===== src/rtl/rf_arbiter.sv =====
// rf_arbiter: shares one register-file port set (two reads, one write)
// between the core datapath (requester 0) and the debug/loader port
// (requester 1) with round-robin arbitration. Read data captured on the
// acceptance edge is returned to the winner one cycle later.
//
// Optional feature: define RF_ARB_LOCK_EN to let a winner hold the grant
// with req_lock; without it req_lock is ignored and arbitration is pure
// round-robin.
module rf_arbiter #(
  parameter int WIDTH = 16
) (
  input  logic               clk,
  input  logic               rst,
  input  logic [1:0]         req_valid,
  input  logic [1:0]         req_we,
  input  logic [3:0]         req_rs1,
  input  logic [3:0]         req_rs2,
  input  logic [3:0]         req_rd,
  input  logic [2*WIDTH-1:0] req_wd,
  input  logic [1:0]         req_lock,
  output logic [1:0]         req_ready,
  output logic [1:0]         rsp_valid,
  output logic [WIDTH-1:0]   rsp_rs1_data,
  output logic [WIDTH-1:0]   rsp_rs2_data,
  output logic               rf_we,
  output logic [WIDTH-1:0]   rf_wd,
  output logic [1:0]         rf_rs1,
  output logic [1:0]         rf_rs2,
  output logic [1:0]         rf_rd,
  input  logic [WIDTH-1:0]   rf_rs1_out,
  input  logic [WIDTH-1:0]   rf_rs2_out
);

  // Requester that won the most recent acceptance; reset to 1 so that
  // requester 0 wins the first tie.
  logic             last_grant_reg;
  logic [1:0]       rsp_valid_reg;
  logic [WIDTH-1:0] rsp_rs1_reg;
  logic [WIDTH-1:0] rsp_rs2_reg;

  logic grant_any;
  logic grant_idx;

  // Per-requester views of the packed request fields.
  logic [1:0]       rs1_f [2];
  logic [1:0]       rs2_f [2];
  logic [1:0]       rd_f  [2];
  logic [WIDTH-1:0] wd_f  [2];

  genvar gi;
  generate
    for (gi = 0; gi < 2; gi++) begin : g_req
      assign rs1_f[gi]     = req_rs1[gi*2 +: 2];
      assign rs2_f[gi]     = req_rs2[gi*2 +: 2];
      assign rd_f[gi]      = req_rd[gi*2 +: 2];
      assign wd_f[gi]      = req_wd[gi*WIDTH +: WIDTH];
      assign req_ready[gi] = grant_any & (grant_idx == 1'(gi));
    end
  endgenerate

`ifdef RF_ARB_LOCK_EN
  logic lock_valid_reg, lock_valid_next;
  logic lock_owner_reg, lock_owner_next;
  logic lock_active;

  // Lock holds only while the owner keeps req_lock high; dropping it frees
  // arbitration in that very cycle.
  assign lock_active = lock_valid_reg & req_lock[lock_owner_reg];

  // Take ownership on a locked acceptance, release when the owner lets go.
  always_comb begin
    lock_valid_next = lock_valid_reg;
    lock_owner_next = lock_owner_reg;
    if (grant_any) begin
      lock_valid_next = req_lock[grant_idx];
      lock_owner_next = grant_idx;
    end else if (!lock_active) begin
      lock_valid_next = 1'b0;
    end
  end

  // Lock owner register.
  always_ff @(posedge clk or negedge rst) begin
    if (!rst) begin
      lock_valid_reg <= 1'b0;
      lock_owner_reg <= 1'b0;
    end else begin
      lock_valid_reg <= lock_valid_next;
      lock_owner_reg <= lock_owner_next;
    end
  end
`else
  logic unused_lock;
  assign unused_lock = ^req_lock;
`endif

  // Round-robin grant: single requester wins outright, a tie goes to the
  // requester that did not win last; an active lock overrides both.
  always_comb begin
    grant_any = 1'b0;
    grant_idx = 1'b0;
    if (&req_valid) begin
      grant_any = 1'b1;
      grant_idx = ~last_grant_reg;
    end else if (req_valid[0]) begin
      grant_any = 1'b1;
      grant_idx = 1'b0;
    end else if (req_valid[1]) begin
      grant_any = 1'b1;
      grant_idx = 1'b1;
    end
`ifdef RF_ARB_LOCK_EN
    if (lock_active) begin
      grant_any = req_valid[lock_owner_reg];
      grant_idx = lock_owner_reg;
    end
`endif
  end

  // Register-file port mux; everything is zero when nobody is granted.
  always_comb begin
    rf_we  = 1'b0;
    rf_wd  = '0;
    rf_rs1 = '0;
    rf_rs2 = '0;
    rf_rd  = '0;
    if (grant_any) begin
      rf_we  = req_we[grant_idx];
      rf_wd  = wd_f[grant_idx];
      rf_rs1 = rs1_f[grant_idx];
      rf_rs2 = rs2_f[grant_idx];
      rf_rd  = rd_f[grant_idx];
    end
  end

  // Arbitration history and response capture on the acceptance edge. The
  // read data is sampled before the write lands, so a same-request
  // read-after-write returns the old value.
  always_ff @(posedge clk or negedge rst) begin
    if (!rst) begin
      last_grant_reg <= 1'b1;
      rsp_valid_reg  <= 2'b00;
      rsp_rs1_reg    <= '0;
      rsp_rs2_reg    <= '0;
    end else begin
      rsp_valid_reg <= req_ready;
      if (grant_any) begin
        last_grant_reg <= grant_idx;
        rsp_rs1_reg    <= rf_rs1_out;
        rsp_rs2_reg    <= rf_rs2_out;
      end
    end
  end

  assign rsp_valid    = rsp_valid_reg;
  assign rsp_rs1_data = rsp_rs1_reg;
  assign rsp_rs2_data = rsp_rs2_reg;

endmodule


===== config.mk =====
export PLATFORM = sky130hd
export DESIGN_NAME = rf_arbiter
export DESIGN_NICKNAME = d
export VERILOG_FILES = /design/src/rtl/rf_arbiter.sv
export SDC_FILE = /design/constraint.sdc
export NUM_CORES = 1
export LEC_CHECK = 0
export CORE_MARGIN = 4
export CORE_UTILIZATION = 34
export DETAILED_ROUTE_END_ITERATION = 10
export PLACE_DENSITY = 0.86
export SLEW_MARGIN = 20
export SYNTH_ARGS = -nofsm -noshare
export SYNTH_HDL_FRONTEND = slang
export SYNTH_SLANG_ARGS = --single-unit

===== constraint.sdc =====
create_clock -name clk -period 2.32 [get_ports clk]
set_input_delay 0.696 -clock clk [delete_from_list [all_inputs] [get_ports clk]]
set_output_delay 0.696 -clock clk [all_outputs]
set_load 0.01 [all_outputs]

# Yosys cells after proc, flatten, opt, wreduce, memory -nomap -nowiden
# Cells that the tools add are included.
# word_totals
reg_bits,35
in_bits,84
elab_cells,36
output_inout_bits,59
# classes
bitwise_logic,5
n_mux,24
reduce_logical,1
n_lt_le_gt_ge,2
# op_table
operator,count
$mux 16,4
$mux 2,12
$mux 1,8
$and 1x1->1,2
$ge 2x2->1 const B,1
$lt 1x2->1 const B,1
$not 1->1,2
$not 1->2,1
$reduce_and 2->1,1

# Longest topological paths before layout
# Gate-level depths: netlist of the first run.
# depth
ltp_word,8
ltp_mapped,4
ltp_nobuf,2

# Least setup slack after synthesis of the first run
# No wires, ideal clock.
# synth_timing
kind,input port to output port
from,input req_valid[0]
to,output rf_wd[10]
required_time_ns,1.624
t_arrival_ns,1.396
n_path_buf,2
path_slack_ns,0.228
cell_stages,4
cell_sequence,buf_4 > a21boi_4 > buf_4 > a32o_1
# synth_via
elab_chain_len,7
word_cells_on_any_way,10
cone_classes,mux (8); bitwise (1); reduce/logical (1)
# synth_rtl
element,line_no,text
start: declaration,14,"input logic [1:0] req_valid,"
$mux 1 / $reduce_and 2->1 (equally long branches),"105, 102",
$mux 1,102,if (&req_valid) begin
$not 1->2 (not written as such),129,rf_wd = wd_f[grant_idx];
$mux 16 (not written as such) (3 in a row),129,
$mux 16 *,127,if (grant_any) begin
end: declaration,26,"output logic [WIDTH-1:0] rf_wd,"
# Mark *: on every way between the ends. The rest lies on a longest branch, timed or not. The select of a mux whose other input is x is not followed.

# Worst setup path in the final report of the first run
# layout_timing
from,register last_grant_reg
to,output rf_wd[1]
# layout_via
elab_chain_len,7
# layout_rtl
element,line_no,text
start: declaration,36,logic last_grant_reg;
start signal: assignment,148,last_grant_reg <= grant_idx;
$not 1->1,104,grant_idx = ~last_grant_reg;
$mux 1,102,
$not 1->2 (not written as such),129,
$mux 16 (not written as such) (3 in a row),129,
$mux 16,127,
# Every way passes these cells. The select of a mux whose other input is x is not followed.

==> results of run 1 <==
==> layout by cell type, fill, tap and decap left out <==
master and count:
a32o_2 11, buf_6 15, nor2_4 1, a21boi_4 1, clkbuf_8 5, bufbuf_16 1, clkdlybuf4s50_1 113, buf_16 1
nand2b_4 1, dfstp_2 1, dlygate4sd2_1 2, mux2_1 2, a32o_1 12, dfrtp_1 34, buf_2 16, buf_4 4
a21oi_1 1, clkbuf_1 2, buf_12 4, clkinv_2 1, mux2_2 30, and2_1 1, nor2_1 1
==> critical path: cells and delay by family (launching register included) <==
kind	cells	cell delay, ps
AOI/OAI and AO/OA	2	290
buffers and inverters	4	480
DFF	1	550
==> report_power, final <==
part	total [W]	internal, W	switching [W]
logic	0.000603	0.000397	0.000206
registers	0.000689	0.000665	0.0000241
clock network	0.000409	0.000210	0.000198
total	0.00170	0.00127	0.000428
==> repair_timing <==
action / in CTS / in global routing
gates resized for setup: 111 / 12
pin swaps: 1 / 0
setup endpoints to repair: 25 / 9
setup buffers: 2 / 1
gates cloned: 3 / 0
==> layout make-up <==
cell class | count | area, um2
fill | 335 | 1250
clock buffer | 7 | 76.32
multi-input combinational | 61 | 663.1
sequential | 35 | 877.1
clock inverter | 1 | 5.005
tap | 52 | 65.06
timing repair buffer | 156 | 1568
==> per-layer routing <==
layer / up-vias / wire [um] / GRT usage [%]
met5: - / 0 / 0
met4: 0 / 78 / 4.982
met2: 99 / 2720 / 31.78
met3: 8 / 519 / 5.972
met1: 726 / 1913 / 17.21
li1: 726 / - / -
==> cell families (layout without fill, tap and decap cells) <==
group                  count (synthesis)  in the layout  share of synthesized area, %
AO/OA/AOI/OAI                         25             25                         16.36
buffers and inverters                 11            164                         5.991
flip-flops                            35             35                         53.84
multiplexers                          32             32                         22.12
AND/OR/NAND/NOR                        4              4                         1.690
==> stage by stage <==
step | instances | cell area, um2
after detailed placement | 298 | 3110
final | 312 | 3254
after global placement | 298 | 3110
after floorplan | 107 | 1629
after CTS | 311 | 3192
after global routing | 312 | 3254
==> worst max path at each step <==
| stage | slack, ps | endpoint | startpoint | depth (start not counted) |
|---|---|---|---|---|
| finish | 30 | rf_wd[1] | last_grant_reg$_DFFE_PN1P_ | 6 |
| global route | -20 | rf_wd[1] | last_grant_reg$_DFFE_PN1P_ | 6 |
| CTS | 7 | rf_wd[3] | last_grant_reg$_DFFE_PN1P_ | 6 |
| detailed placement | -690 | rf_wd[12] | req_valid[1] | 5 |
| global placement | -660 | rf_wd[12] | req_valid[1] | 5 |
| floorplan | 230 | rf_wd[10] | req_valid[0] | 4 |
==> impl_metrics.toml, run 1 <==
[setup_path]
cpMaxStageDelayCell = "dfstp_2"
slowest_delay_ps = 550
end_kind = "primary output"
critPathMaxFanout = 8
cp.arrival_ps = 1600
path_cells = "buf_6 -> a21boi_4 -> buf_12 -> buf_12 -> a32o_2 -> buf_6"
r2r_start = "last_grant_reg$_DFFE_PN1P_"
r2r_end = "rsp_valid[1]$_DFF_PN0_"
r2r.worst_path.cells = 4
crit_type = "register to primary output"
start_kind = "register"
r2r_slack_ps = 1260
required_ps = 1620

[floorplan]
start_util_pct = 36.17
die_h_um = 77.22
num_rows = 24
chipWidth_um = 77.22
core_um2 = 4504
ios = 143
die_area_um2 = 5963

[sta]
slew-limit-headroom_pct = 71.48
fin_ws_ps = 28.54
hold_viol = 0
final-max-slew-violation-count = 0
min_period_over_period_pct = 98.77
holdWs_ps = 502.2
fin_skew_ps = 0.06523
setup_viol = 0
grt_setup_unrepaired = "yes"
min_period_ps = 2291
worst_pin_slew_ps = 427.8
setup_tns_ps = 0
fmax_mhz = 436.4

[hold_path]
hold_class = "register to register"
min_from = "rsp_rs2_data[7]$_DFFE_PN0P_"
holdPathStages = 1
hold_end = "rsp_rs2_data[7]$_DFFE_PN0P_"

[drt]
firstDrtPassIters = 3
drtIter0Drc = 29
routed_wl_mm = 5.230
vias_per_cell = 4.997
avgRoutedWirePerCell_um = 16.76
antenna_left = 0
drc = 0
route.vias.total = 1559

[yosys]
ys_warn_count = 0
synth-edff-count = 0
netlist_area_um2 = 1629
synth_nets = 191
synth.distinct_cells = 15
async_flop_share_pct = 100.0
postSynthCellCount = 107
synth-main-ff-cell = "dfrtp_1"
synthTopCellsByArea = "dfrtp_1, mux2_2, a32o_1, a32o_2, buf_6"
ys_top_cells_by_count = "dfrtp_1, mux2_2, a32o_1"
avgSynthCellArea_um2 = 15.22
yosysTopAreaCell = "dfrtp_1"
yosysMostFrequentCell = "dfrtp_1"
synth_top_area_share_pct = 52.23
ys_ff_latch = 35
ys_seq_area_share_pct = 53.84

[layout]
nets = 343
syn2layout_area_growth_pct = 99.77
antennaDiodeCount = 0
layout-drive-gt1-share_pct = 35.38
fin_util_pct = 72.25

[placed_design]
hpwl_mm = 4.089
pre_cts_ws_ps = -685.0
port_buffers = 140
gp_congestion = 0.7111

[clock_tree]
cts_tree = "yes"
htreeDepth = 2
clkTransAtPathRegs_ps = 70
clock-root-buffer = "clkbuf_8"
max-clock-path-buffers = 2
clkLatencyLatePin_ps = 270
clock-sinks = 35
hold_buffers = 0
cts_made_buffers = 5

[grt]
grtUsageTotal_pct = 16.84
antenna_found_initial = 0
overflow = 0
grt_pass1_wl_mm = 7.921
grt_pass1_vias = 1680
grt_start_max_net_pins = 36

[run_status]
outcome = "completed"

[power]
power_w = 0.001701
p_per_area_nw_per_um2 = 522.6
p_leak_nw = 1.403
worst_ir_drop_vdd_mv = 0.2187

[flow_run]
cap_violations = 0
No activity file was read; power rests on OpenSTA's default activity.
==> run 2, diff against run 1 <==
--- a/config.mk
+++ b/config.mk
@@ -5,6 +5,7 @@
 export SDC_FILE = /design/constraint.sdc
 export NUM_CORES = 1
 export LEC_CHECK = 0
+export CAP_MARGIN = 15
 export CORE_MARGIN = 4
 export CORE_UTILIZATION = 34
 export DETAILED_ROUTE_END_ITERATION = 10
==> results of run 2 <==
No change in the layout: final DEF, timing and power equal those of run 1.
